==> config.mk <==
export PLATFORM = sky130hd
export DESIGN_NAME = stream_demux_1xn
export DESIGN_NICKNAME = d
export VERILOG_FILES = /design/src/rtl/stream_demux_pkg.sv /design/src/rtl/demux_out_slot.sv /design/src/rtl/stream_demux_1xn.sv
export SDC_FILE = /design/constraint.sdc
export NUM_CORES = 1
export LEC_CHECK = 0
export ABC_AREA = 1
export CORE_ASPECT_RATIO = 0.75
export CORE_MARGIN = 10
export CORE_UTILIZATION = 42
export DETAILED_ROUTE_END_ITERATION = 7
export PLACE_DENSITY = 0.85
export SKIP_CTS_REPAIR_TIMING = 1
export SLEW_MARGIN = 20
export SYNTH_ARGS = -nofsm -noshare
export SYNTH_HDL_FRONTEND = slang
export SYNTH_SLANG_ARGS = --single-unit
export TNS_END_PERCENT = 10
==> constraint.sdc <==
create_clock -name clk -period 1.4 [get_ports clk]
set_input_delay 0.35 -clock clk [delete_from_list [all_inputs] [get_ports clk]]
set_output_delay 0.35 -clock clk [all_outputs]
set_load 0.01 [all_outputs]
==> src/rtl/stream_demux_pkg.sv <==
`default_nettype none
// ============================================================================
// Module      : stream_demux_pkg
// Description : Shared types and constants for the packet-aware 1-to-N
//               stream demultiplexer (FSM state encoding, slot limit).
// Revision    : 1.0 - initial release
// ============================================================================
package stream_demux_pkg;

    // Upper bound on the number of output channels the demux supports.
    localparam int MAX_OUT = 16;

    // Lower bound on the number of output channels.
    localparam int MIN_OUT = 2;

    // Packet-tracking state of the input side.
    //   IDLE   : between packets, next accepted beat starts a packet
    //   LOCKED : mid-packet, beats follow the captured select
    //   DROP   : mid-packet with an out-of-range select, beats are discarded
    typedef enum logic [1:0] {
        IDLE   = 2'd0,
        LOCKED = 2'd1,
        DROP   = 2'd2
    } demux_state_e;

endpackage : stream_demux_pkg
`default_nettype wire

==> src/rtl/demux_out_slot.sv <==
`default_nettype none
// ============================================================================
// Module      : demux_out_slot
// Description : One-entry output register (valid/data/last) for a single
//               demux channel. Loads on an accepted input beat, clears on a
//               downstream handshake, and reports whether it can take a beat
//               in the current cycle.
// Revision    : 1.0 - initial release
// ============================================================================
module demux_out_slot #(
    parameter int WIDTH = 8
) (
    input  logic             clk,
    input  logic             rst_n,
    input  logic             load,
    input  logic [WIDTH-1:0] load_data,
    input  logic             load_last,
    input  logic             out_ready,
    output logic             out_valid,
    output logic [WIDTH-1:0] out_data,
    output logic             out_last,
    output logic             slot_ready
);

    logic             valid_q;
    logic             valid_d;
    logic [WIDTH-1:0] data_q;
    logic [WIDTH-1:0] data_d;
    logic             last_q;
    logic             last_d;

    // Next slot contents: a load always wins, so a simultaneous load and
    // unload keeps the slot full and sustains one beat per cycle.
    always_comb begin
        valid_d = valid_q;
        data_d  = data_q;
        last_d  = last_q;
        if (load) begin
            valid_d = 1'b1;
            data_d  = load_data;
            last_d  = load_last;
        end else if (valid_q && out_ready) begin
            valid_d = 1'b0;
            data_d  = '0;
            last_d  = 1'b0;
        end
    end

    // Slot register with asynchronous clear.
    always_ff @(posedge clk or negedge rst_n) begin
        if (!rst_n) begin
            valid_q <= 1'b0;
            data_q  <= '0;
            last_q  <= 1'b0;
        end else begin
            valid_q <= valid_d;
            data_q  <= data_d;
            last_q  <= last_d;
        end
    end

    // The slot accepts a new beat if empty or if its content leaves this cycle.
    always_comb begin
        slot_ready = !valid_q || out_ready;
    end

    assign out_valid = valid_q;
    assign out_data  = data_q;
    assign out_last  = last_q;

endmodule : demux_out_slot
`default_nettype wire

==> src/rtl/stream_demux_1xn.sv <==
`default_nettype none
// ============================================================================
// Module      : stream_demux_1xn
// Description : Registered, packet-aware 1-to-N stream demultiplexer. The
//               select is captured on the first beat of a packet and held
//               until the last beat; each channel has a one-entry output
//               slot giving one cycle of latency with full backpressure.
//               Packets with an out-of-range select are consumed, flagged
//               and counted.
// Revision    : 1.0 - initial release
// ============================================================================
module stream_demux_1xn
    import stream_demux_pkg::*;
#(
    parameter int N_OUT = 4,
    parameter int WIDTH = 8,
    parameter int SEL_W = $clog2(N_OUT),
    parameter int CNT_W = 8
) (
    input  logic                   clk,
    input  logic                   rst_n,
    input  logic                   in_valid,
    output logic                   in_ready,
    input  logic [WIDTH-1:0]       in_data,
    input  logic [SEL_W-1:0]       in_sel,
    input  logic                   in_last,
    output logic [N_OUT-1:0]       out_valid,
    input  logic [N_OUT-1:0]       out_ready,
    output logic [N_OUT*WIDTH-1:0] out_data,
    output logic [N_OUT-1:0]       out_last,
    output logic                   err_sel,
    output logic [CNT_W-1:0]       drop_cnt
);

    // Channel count widened by one bit so it can be compared against any
    // select value, including the all-ones value when N_OUT is a power of 2.
    localparam logic [SEL_W:0]   c_N_OUT_EXT = N_OUT[SEL_W:0];
    localparam logic [CNT_W-1:0] c_CNT_MAX   = '1;

    demux_state_e     state_q;
    demux_state_e     state_d;
    logic [SEL_W-1:0] cur_sel_q;
    logic [SEL_W-1:0] cur_sel_d;
    logic             err_sel_q;
    logic             err_sel_d;
    logic [CNT_W-1:0] drop_cnt_q;
    logic [CNT_W-1:0] drop_cnt_d;

    logic             w_sel_ok;
    logic [SEL_W-1:0] w_target;
    logic             w_discard;
    logic             w_target_ready;
    logic             w_accept;
    logic [N_OUT-1:0] w_load;
    logic [N_OUT-1:0] w_slot_ready;

    // Resolve the target channel and whether the current beat is thrown away.
    // In IDLE the live select decides; afterwards the captured one does.
    always_comb begin
        w_sel_ok  = ({1'b0, in_sel} < c_N_OUT_EXT);
        w_target  = (state_q == LOCKED) ? cur_sel_q : in_sel;
        w_discard = (state_q == DROP) || ((state_q == IDLE) && !w_sel_ok);
    end

    // Ready mux: follow the target slot, or always accept when discarding.
    // The loop compare avoids indexing past N_OUT with an unused select code.
    always_comb begin
        w_target_ready = 1'b0;
        for (int k = 0; k < N_OUT; k++) begin
            if (w_target == k[SEL_W-1:0]) begin
                w_target_ready = w_slot_ready[k];
            end
        end
        in_ready = w_discard ? 1'b1 : w_target_ready;
    end

    // Input handshake.
    always_comb begin
        w_accept = in_valid && in_ready;
    end

    // One-hot slot load: only the target channel sees an accepted beat.
    always_comb begin
        w_load = '0;
        for (int k = 0; k < N_OUT; k++) begin
            w_load[k] = w_accept && !w_discard && (w_target == k[SEL_W-1:0]);
        end
    end

    // Packet FSM, select capture, error pulse and saturating drop counter.
    always_comb begin
        state_d    = state_q;
        cur_sel_d  = cur_sel_q;
        err_sel_d  = 1'b0;
        drop_cnt_d = drop_cnt_q;
        unique case (state_q)
            IDLE: begin
                if (w_accept) begin
                    if (w_sel_ok) begin
                        cur_sel_d = in_sel;
                        state_d   = in_last ? IDLE : LOCKED;
                    end else begin
                        err_sel_d = 1'b1;
                        if (drop_cnt_q != c_CNT_MAX) begin
                            drop_cnt_d = drop_cnt_q + 1'b1;
                        end
                        state_d = in_last ? IDLE : DROP;
                    end
                end
            end
            LOCKED, DROP: begin
                if (w_accept && in_last) begin
                    state_d = IDLE;
                end
            end
            default: begin
                state_d = IDLE;
            end
        endcase
    end

    // Control registers; reset abandons any packet in progress.
    always_ff @(posedge clk or negedge rst_n) begin
        if (!rst_n) begin
            state_q    <= IDLE;
            cur_sel_q  <= '0;
            err_sel_q  <= 1'b0;
            drop_cnt_q <= '0;
        end else begin
            state_q    <= state_d;
            cur_sel_q  <= cur_sel_d;
            err_sel_q  <= err_sel_d;
            drop_cnt_q <= drop_cnt_d;
        end
    end

    assign err_sel  = err_sel_q;
    assign drop_cnt = drop_cnt_q;

    // One output slot per channel; channels drain independently.
    genvar k;
    generate
        for (k = 0; (k < N_OUT) && (k < MAX_OUT); k++) begin : g_slot
            demux_out_slot #(
                .WIDTH (WIDTH)
            ) u_slot (
                .clk        (clk),
                .rst_n      (rst_n),
                .load       (w_load[k]),
                .load_data  (in_data),
                .load_last  (in_last),
                .out_ready  (out_ready[k]),
                .out_valid  (out_valid[k]),
                .out_data   (out_data[k*WIDTH +: WIDTH]),
                .out_last   (out_last[k]),
                .slot_ready (w_slot_ready[k])
            );
        end
    endgenerate

endmodule : stream_demux_1xn
`default_nettype wire

==> impl_summary.txt <==
----------------------------------------------------
[Power]
  Power per Cell Area ... 2110 nW/um^2
  Total leakage power ... between 0.002 and 0.0025 uW
  Total Power Consumption ... 7040 uW
  Peak ir drop on the vdd network ... approximately 1000 uV

[Critical path]
  Worst R2R Start ... state_q[0]
  Setup crit end kind ... primary output
  Arrival time at the worst endpoint ... approximately 1.4 ns
  Kind of start point of the critical path ... input pin
  Maximum fanout encountered on the critical timing path ... 6
  Crit path kind ... in2out
  FF-to-FF path depth ... 11
  Data required time of the critical path ... ~1.1 ns
  Destination of the worst register-to-register timing path ... g_slot[2].u_slot.out_data[0]
  Register-to-register setup slack ... -0.30 ns

[Routing]
  Drt total wl ... just over 7000 microns
  WL/cell ... roughly 18 microns
  DRC violations left ... 0
  Number of vias per cell after detailed routing ... 5.46
  Count of vias placed by the detailed router ... roughly 2100
  Count of nets left with antenna violations after detail routing ... 0
  Length of the first detailed-routing pass in iterations ... 4
  DRC violation total after the first TritonRoute iteration ... 120

[Synthesis]
  Prevailing post-synth register cell ... dfrtp_1
  Fraction of registers with async set or reset after synthesis ... 1.00
  Synthesized area per cell ... 9.24 sq um
  Commonest cells post-synth ... 51 x nand2_1, 43 x dfrtp_1, 40 x nand3_1
  Yosys Warn Count ... 0
  Part of the Yosys area used for sequential elements ... 0.493
  Number of register bits inferred by synthesis ... 43
  Post-synth EDFFs ... 0
  Area fraction in compound gates after synthesis ... 0.0138
  Most used standard cell by instance count after synthesis ... nand2_1
  Share of synthesized area spent on multiplexers ... 0
  Syn Inst Count ... 236
  Simple logic cell fraction of the synthesized area ... 0.380
  Number of distinct standard cells referenced by the synthesized netlist ... 21
  Post-synthesis cell type with the largest combined area ... dfrtp_1
  Synth top area share ... 0.493
  Dominant combinational cell family by area after synthesis ... simple AND/OR/NAND/NOR gates
  Area of the mapped netlist ... around 2200 sq um
  Arithmetic-cell share of the synthesized area counting full adders, half adders and majority gates ... 0
  Area share of xor/xnor cells in the synthesized design ... 0
  Dominant cells by area after synthesis ... dfrtp_1 49%, nand4_1 10%, nand3_1 9.2%, nand2_1 8.8%, buf_4 6.2%

[STA]
  Max Clock Freq ... between 0.5 and 0.6 GHz
  Worst Slack Setup Final ... -0.352 ns
  Final setup violation count ... 44
  Final setup TNS ... -9.73 ns
  Number of failing hold endpoints at the final stage ... 0
  Unrepaired setup endpoints after global routing ... yes
  Worst clock skew ... 0.0102 ns
  Time the worst path needs with I/O delays and setup ... 1.75 ns
  Fin crit share ... 1.25
  Final-report max-slew violation count ... 0

[Layout]
  Antenna Diode Count ... 0
  Fraction of the core area covered by cells at the end of the flow ... 0.672
  Count of non-filler cells in the finished layout ... between 300 and 400
  Layout area overhead ... 52.6%
  Number of nets at the end of the flow ... between 300 and 400
  Filler cell count in the final layout ... ~380
  Fraction of layout cells with a size suffix above 1 ... 0.251

[Die]
  Total die area ... between 8000 and 9000 sq um
  Std cell rows ... 22
  Die X-Extent ... approximately 100 microns
  Effective utilization at floorplan ... 0.440
  Core Footprint ... 4950 sq um
  Io pins ... just under 70
  Overall die height ... 82.4 microns

[Placed design]
  HPWL Detailed ... approximately 4600 microns
  Global placer's final weighted congestion ... roughly 0.84
  Total of buffers placed on input and output ports ... between 50 and 60
  Placement-stage worst setup slack ... -0.958 ns
  Post-placement cell count ... between 300 and 400

[Global routing]
  Number of global-route vias before repair ... approximately 1900
  Largest net degree at the start of global routing ... 44
  Overflow after GRT ... 0
  Wire length of the first global-routing pass ... between 9000 and 10000 microns
  Global routing usage summed across all routing layers ... 0.144
  Antenna violations before repair ... 0

[Clock network]
  Root Buffer ... clkbuf_8
  Clock insertion delay at the later pin of the skew report ... around 0.29 ns
  Clock Sinks ... 43
  CTS HTree Levels ... 2
  Clock-pin slew reported for the worst setup and hold paths after clock tree synthesis ... approximately 0.08 ns
  Clock Tree Buf Depth ... 2
  Number of buffers added by the clock tree synthesis step ... 5
  Clock tree from TritonCTS ... built

[Status]
  Result of the run ... finished with violations
  Violations in the final reports ... negative setup slack

[Run]
  Max-cap violations ... 0

[Hold path]
  Worst hold path type ... in2async

----------------------------------------------------
==> worst max-delay path: stages <==
cell	delay, ns
clkdlybuf4s50_1	0.44
nor2_1	0.19
nand3_2	0.12
nand2_4	0.12
nor2_8	0.06
buf_6	0.12
==> routing by layer <==
metal  wire length [microns]  track usage  up-vias
met2                    3300        0.236       96
li1                        -            -      990
met1                    2960        0.182     1015
met5                       0            0        -
met3                     700       0.0515       12
met4                     128       0.0263        0
==> worst max-delay path by stage <==
| stage | startpoint | endpoint | slack [ns] | cells after the start |
|---|---|---|---|---|
| final | out_ready[0] | in_ready | -0.35 | 6 |
| after global routing | state_q[0] | in_ready | -0.41 | 7 |
| after CTS | in_sel[0] | in_ready | -0.96 | 8 |
| after detailed placement | in_sel[0] | in_ready | -0.96 | 8 |
| after global placement | in_sel[0] | in_ready | -0.92 | 8 |
| after floorplan | state_q[0] | in_ready | -0.12 | 7 |
==> power by group <==
part / switching, uW / internal, uW / leakage [uW]
combinational: 2060 / 1990 / 0.00154
sequential: 348 / 1840 / 0.000553
clock: 411 / 388 / 0.0000470
==> sequential cells by signal (all words and copies together) (netlist names) <==
| register | count |
|---|---|
| g_slot.u_slot.out_last | 4 |
| cur_sel_q | 2 |
| g_slot.u_slot.out_data | 32 |
| g_slot.u_slot.out_valid | 4 |
| state_q | 1 |
==> stage by stage <==
| stage | instance area, sq um | hold WS (ns) |
|---|---|---|
| after floorplan | 2240 | 0.0544 |
| after detailed placement | 2920 | 0.341 |
| after global routing | 3330 | 0.0475 |
| after global placement | 2920 | 0.338 |
| after CTS | 3000 | 0.0342 |
| final | 3330 | 0.0278 |
==> kinds of logic (layout without fill, tap and decap cells) <==
| group | Yosys count | in the layout |
|---|---|---|
| AND/OR/NAND/NOR | 150 | 153 |
| flip-flops | 43 | 43 |
| buffers and inverters | 36 | 116 |
| AO/OA/AOI/OAI | 6 | 6 |
| other | 1 | 9 |
==> cell usage in the layout (no fill, tap or decap), drive strengths merged <==
cell and instances:
dlymetal6s2s 42, clkinv 1, nand2 59, nand3 48
nor2 10, inv 10, dfrtp 43, buf 41
clkdlybuf4s50 14, o21ai 6, conb 9, clkbuf 8
nand4 36
==> cell type report <==
class | count | area, sq um | area share
repair buffers | 99 | 1070 | 0.320
clock inverters | 1 | 5.00 | 0.00150
clock buffers | 6 | 82.6 | 0.0248
inverters | 10 | 40.0 | 0.0120
well taps | 60 | 75.1 | 0.0226
flip-flops and latches | 43 | 1080 | 0.324
multi-input cells | 168 | 982 | 0.295
(Power assumes the default switching activity.)
